<file path="src/rtl/regfile_wb_scheduler_if.sv">
// Writeback bus shared by the ALU, the load unit, the issue stage and the
// register file. The scheduler sits on the slave side.
interface regfile_wb_scheduler_if;
  logic        a_valid;
  logic [4:0]  a_rd;
  logic [31:0] a_data;
  logic        a_ready;
  logic        m_valid;
  logic [4:0]  m_rd;
  logic [31:0] m_data;
  logic        m_ready;
  logic        iss_valid;
  logic [4:0]  iss_rd;
  logic        iss_stall;
  logic        regwrite;
  logic [4:0]  writereg;
  logic [31:0] writedata;
  logic [31:0] busy;

  modport master (
    output a_valid, a_rd, a_data, m_valid, m_rd, m_data, iss_valid, iss_rd,
    input  a_ready, m_ready, iss_stall, regwrite, writereg, writedata, busy
  );

  modport slave (
    input  a_valid, a_rd, a_data, m_valid, m_rd, m_data, iss_valid, iss_rd,
    output a_ready, m_ready, iss_stall, regwrite, writereg, writedata, busy
  );
endinterface

</file>
<file path="src/rtl/regfile_wb_scheduler.sv">
// Two-source register-file writeback arbiter with a pending-write scoreboard.
// WB_FIXED_PRIO_EN: load unit always wins; default is round-robin.
module regfile_wb_scheduler (
  input  logic                   clk,
  input  logic                   rst,
  regfile_wb_scheduler_if.slave  bus
);
  localparam int STAGES = 1;

  typedef struct packed {
    logic [4:0]  rd;
    logic [31:0] data;
  } wb_req_t;

  wb_req_t           a_req, m_req, g_req;
  logic              a_gnt, m_gnt, grant;
  logic [STAGES:0]   vld_pipe;
  logic [4:0]        wr_rd;
  logic [31:0]       wr_data;
  logic [31:0]       busy_q, set_mask, clr_mask;
  logic              stall;

  assign a_req = '{rd: bus.a_rd, data: bus.a_data};
  assign m_req = '{rd: bus.m_rd, data: bus.m_data};

`ifdef WB_FIXED_PRIO_EN
  assign m_gnt = rst & bus.m_valid;
  assign a_gnt = rst & bus.a_valid & ~bus.m_valid;
`else
  logic last_m;

  // On conflict, the side that did not win last time goes.
  assign a_gnt = rst & bus.a_valid & (~bus.m_valid | last_m);
  assign m_gnt = rst & bus.m_valid & (~bus.a_valid | ~last_m);

  always_ff @(posedge clk or negedge rst) begin
    if (!rst)       last_m <= 1'b1;
    else if (m_gnt) last_m <= 1'b1;
    else if (a_gnt) last_m <= 1'b0;
  end
`endif

  assign grant       = a_gnt | m_gnt;
  assign g_req       = m_gnt ? m_req : a_req;
  assign vld_pipe[0] = grant & (g_req.rd != 5'd0);

  always_ff @(posedge clk or negedge rst) begin
    if (!rst) begin
      vld_pipe[STAGES:1] <= '0;
      wr_rd              <= '0;
      wr_data            <= '0;
    end else begin
      vld_pipe[STAGES:1] <= vld_pipe[STAGES-1:0];
      if (vld_pipe[0]) begin
        wr_rd   <= g_req.rd;
        wr_data <= g_req.data;
      end
    end
  end

  // Stall looks at registered busy only, so a register clearing this edge
  // still refuses a new reservation.
  assign stall    = bus.iss_valid & busy_q[bus.iss_rd];
  assign set_mask = (bus.iss_valid & ~stall) ? (32'd1 << bus.iss_rd) : 32'd0;
  assign clr_mask = vld_pipe[0] ? (32'd1 << g_req.rd) : 32'd0;

  always_ff @(posedge clk or negedge rst) begin
    if (!rst) busy_q <= '0;
    else      busy_q <= ((busy_q & ~clr_mask) | set_mask) & ~32'd1;
  end

  assign bus.a_ready   = a_gnt;
  assign bus.m_ready   = m_gnt;
  assign bus.iss_stall = stall;
  assign bus.regwrite  = vld_pipe[STAGES];
  assign bus.writereg  = wr_rd;
  assign bus.writedata = wr_data;
  assign bus.busy      = busy_q;
endmodule

</file>
<file path="src/flat_wrapper.sv">
// flat-port wrapper written by rule: the top's interface ports become plain ports
module regfile_wb_scheduler_flat 
  (clk, rst, bus_a_valid, bus_a_rd, bus_a_data, bus_m_valid, bus_m_rd, bus_m_data, bus_iss_valid, bus_iss_rd, bus_a_ready, bus_m_ready, bus_iss_stall, bus_regwrite, bus_writereg, bus_writedata, bus_busy);
  regfile_wb_scheduler_if bus_i ();
  input  logic clk;
  input  logic rst;
  input wire logic [$bits(bus_i.a_valid)-1:0] bus_a_valid;
  input wire logic [$bits(bus_i.a_rd)-1:0] bus_a_rd;
  input wire logic [$bits(bus_i.a_data)-1:0] bus_a_data;
  input wire logic [$bits(bus_i.m_valid)-1:0] bus_m_valid;
  input wire logic [$bits(bus_i.m_rd)-1:0] bus_m_rd;
  input wire logic [$bits(bus_i.m_data)-1:0] bus_m_data;
  input wire logic [$bits(bus_i.iss_valid)-1:0] bus_iss_valid;
  input wire logic [$bits(bus_i.iss_rd)-1:0] bus_iss_rd;
  output wire logic [$bits(bus_i.a_ready)-1:0] bus_a_ready;
  output wire logic [$bits(bus_i.m_ready)-1:0] bus_m_ready;
  output wire logic [$bits(bus_i.iss_stall)-1:0] bus_iss_stall;
  output wire logic [$bits(bus_i.regwrite)-1:0] bus_regwrite;
  output wire logic [$bits(bus_i.writereg)-1:0] bus_writereg;
  output wire logic [$bits(bus_i.writedata)-1:0] bus_writedata;
  output wire logic [$bits(bus_i.busy)-1:0] bus_busy;
  assign bus_i.a_valid = bus_a_valid;
  assign bus_i.a_rd = bus_a_rd;
  assign bus_i.a_data = bus_a_data;
  assign bus_i.m_valid = bus_m_valid;
  assign bus_i.m_rd = bus_m_rd;
  assign bus_i.m_data = bus_m_data;
  assign bus_i.iss_valid = bus_iss_valid;
  assign bus_i.iss_rd = bus_iss_rd;
  assign bus_a_ready = bus_i.a_ready;
  assign bus_m_ready = bus_i.m_ready;
  assign bus_iss_stall = bus_i.iss_stall;
  assign bus_regwrite = bus_i.regwrite;
  assign bus_writereg = bus_i.writereg;
  assign bus_writedata = bus_i.writedata;
  assign bus_busy = bus_i.busy;
  regfile_wb_scheduler u_core (.clk(clk), .rst(rst), .bus(bus_i));
endmodule
</file>
<file path="config.mk">
export PLATFORM = sky130hd
export DESIGN_NAME = regfile_wb_scheduler_flat
export DESIGN_NICKNAME = d
export VERILOG_FILES = /design/src/rtl/regfile_wb_scheduler_if.sv /design/src/rtl/regfile_wb_scheduler.sv /design/src/flat_wrapper.sv
export SDC_FILE = /design/constraint.sdc
export NUM_CORES = 1
export LEC_CHECK = 0
export CAP_MARGIN = 10
export CORE_UTILIZATION = 44
export DETAILED_ROUTE_END_ITERATION = 6
export GPL_ROUTABILITY_DRIVEN = 1
export PLACE_DENSITY_LB_ADDON = 0.05
export SYNTH_ARGS = -nofsm -noshare
export SYNTH_HDL_FRONTEND = slang
export SYNTH_SLANG_ARGS = --single-unit
</file>
<file path="constraint.sdc">
create_clock -name clk -period 2.6 [get_ports clk]
set_input_delay 0.52 -clock clk [delete_from_list [all_inputs] [get_ports clk]]
set_output_delay 0.52 -clock clk [all_outputs]
set_load 0.01 [all_outputs]
</file>
==> flow_metrics.tcl <==
set metrics [dict create \
    grt_pass1_wl_um 17600 \
    die_w_um 96.2 \
    crit_fanout 5 \
    vdd_drop_max_mv 0.313 \
    synth_edf_count 0 \
    wl_per_cell_um 17.3 \
    cellLeakagePower_nw 2.57 \
    antenna_cells 0 \
    overflow 0 \
    worst_slack_ps 19.2 \
    yosys_warnings 0 \
    wl_um 11100 \
    cts_buffer_depth 2 \
    hold_class "primary input to asynchronous set/reset pin" \
    start_util 0.465 \
    post-route-period-util 0.993 \
    dieArea_sq_um 9250 \
    clk_pin_slew_worst_paths_ps 70 \
    instances_no_fill 646 \
    clock_sinks 70 \
    synth_cells 338 \
    clock_latency_ps 340 \
    status "finished, final reports clean" \
    hold_slack_ps 166 \
    skew_ps 4.54 \
    cts-hold-fix-buffers 0 \
    rsz0062_at_grt "true" \
    cap_violations 0 \
    via_count 3549 \
    intPower_mw 2.79 \
    p_sw_mw 1.13 \
    yosysTopAreaCellShare 0.443 \
    slew_viol_final 0 \
    worst_pin_slew_ps 747 \
    final_hold_viol_count 0 \
    ant_nets 0 \
    ys_async_sr_fraction 1.00 \
    design_area_sq_um 6100 \
    cts_tree "built" \
    p_clk_frac 0.242 \
    slew_headroom 0.500 \
    dp_hpwl_um 8770 \
    syn_avg_cell_area_sq_um 11.5 \
    core_area_sq_um 8380 \
    crit_path_end_kind "primary output" \
    first_global_vias 3553 \
    fp.dieH_um 96.2 \
    synth_most_common_cell "dfrtp_1" \
    path_class "primary input to primary output" \
    crit_required_ps 2080 \
    io_pins 157 \
    power.total_mw 3.92 \
    p_seq_frac 0.381 \
    ys_seq_elements 70 \
    cts_root_buf "clkbuf_8" \
    worstSetupStartpointType "primary input" \
    portBuffers 155 \
    cp-startpoint "bus_iss_rd[0]" \
    postCtsSetupBuffers 0 \
    firstDrtPassIters 5 \
    setup-violations-final 0 \
    synth.cell_area_sq_um 3900 \
    h-tree-depth 3 \
    synth.distinct_cells 47 \
    dpl-instance-area_sq_um 5880 \
    fmax_mhz 387 \
    post-route-drc-count 0 \
    grtUsageTotal 0.256 \
    post-place-cells 630 \
    combPwrFrac 0.377 \
    nets 620 \
    cts_buffers 9 \
    synth_ff_type "dfrtp_1" \
    postLayoutCoreUtil 0.728 \
    place_congestion 0.910 \
    cp.arrival_ps 2060 \
    grt_max_degree 48 \
    dp_slack_ps -823 \
    setup_tns_ps 0 \
    yosys-top-cells-area "dfrtp_1 44%, mux2_2 12%, mux2_4 11%" \
    min_period_ps 2580 \
    viasPerCell 5.49 \
    power_density_nw_per_um2 642 \
    drt_iter0_markers 161 \
    syn_nets 422 \
    fill_cells 595 \
    syn_to_final_growth_pct 56.4 \
    yosysSeqAreaShare 0.449 \
    rows 33 \
    drive_above_1_share 0.285 \
    r2r-start "u_core.last_m" \
    antenna_found_initial 0 \
    sw_frac_of_total 0.287 \
    synth_area_leader_cell "dfrtp_1" \
    synthTopCellsByCount "69 x dfrtp_1, 44 x o21ai_0, 40 x mux2_2" \
]
[state kept, by name (all words and copies together), names as in the netlist]
name                  flops
u_core.bus.writedata     32
u_core.bus.busy          31
u_core.bus.regwrite       1
u_core.last_m             1
u_core.bus.writereg       5
[cell type report]
cell class                 count  area, sq um  share of cell area
inverter                       8         30.0             0.00492
tap                          105          131              0.0215
sequential                    70         1750               0.287
clock buffer                  12          145              0.0238
multi-input combinational    242         2030               0.332
timing repair buffer         205         1940               0.319
clock inverter                 4         70.1              0.0115
[critical path: stages]
cell      delay, ps
buf_2           170
mux4_2          520
a22o_1          250
a221oi_4        220
nand2_1          80
and3_1          170
buf_2           130
[cells by family (layout without fill, tap and decap cells)]
kind of cell           after synthesis  count (layout)  share of synthesized area
AO/OA/AOI/OAI                       98              98                      0.158
buffers and inverters               26             229                     0.0343
flip-flops                          70              70                      0.449
multiplexers                        77              77                      0.266
other                                1               1                   0.000961
AND/OR/NAND/NOR                     66              66                     0.0914
[what timing repair did]
| item | in CTS | in global routing |
|---|---|---|
| endpoints found under the setup margin | 1 | 2 |
| resized for setup | 15 | 1 |
| pin swaps | 2 | 0 |
[metal layers]
metal / track usage / wire (um) / vias to the layer above
met5: 0 / 0 / -
met4: 0.0933 / 259 / 0
met3: 0.0656 / 930 / 22
met2: 0.432 / 5500 / 171
met1: 0.313 / 4450 / 1696
li1: - / - / 1660
[power groups by stage]
stage	registers (mW)	logic [mW]	clock network, mW
after floorplan	1.57	0.529	0
after global placement	1.51	1.45	0
after detailed placement	1.50	1.48	0
after CTS	1.49	1.49	0.977
after global routing	1.52	1.59	1.01
final	1.49	1.48	0.949
[cell usage in the layout, fill, tap and decap left out, types with 3 or more instances in the layout]
cell type / netlist / final
clkdlybuf4s50_1: 0 / 150
dfrtp_1: 69 / 69
buf_4: 1 / 48
o21ai_0: 44 / 44
mux2_2: 40 / 40
mux2_4: 28 / 28
nand2_1: 22 / 21
o21ai_1: 14 / 14
clkbuf_8: 0 / 10
nand2b_1: 8 / 8
inv_1: 8 / 8
nand3_1: 8 / 8
o31ai_1: 8 / 8
mux4_2: 6 / 6
a21oi_1: 6 / 6
a31oi_1: 6 / 6
o211ai_1: 6 / 6
nor2_1: 5 / 5
nor2b_1: 4 / 3
mux2i_1: 3 / 3
o41ai_1: 3 / 3
[final timing paths]
| check | endpoint | slack (ps) | depth (start not counted) |
|---|---|---|---|
| hold / removal | u_core.last_m | 170 | 1 |
| max in group asynchronous | u_core.bus.busy[14] | 1840 | 2 |
| min in group clk | u_core.last_m | 420 | 2 |
| setup reg to reg | u_core.bus.busy[1] | 530 | 5 |
| hold reg to reg | u_core.bus.writedata[2] | 510 | 1 |
| setup / recovery | bus_iss_stall | 20 | 7 |
Note: power is estimated with default switching activity, not from simulation.
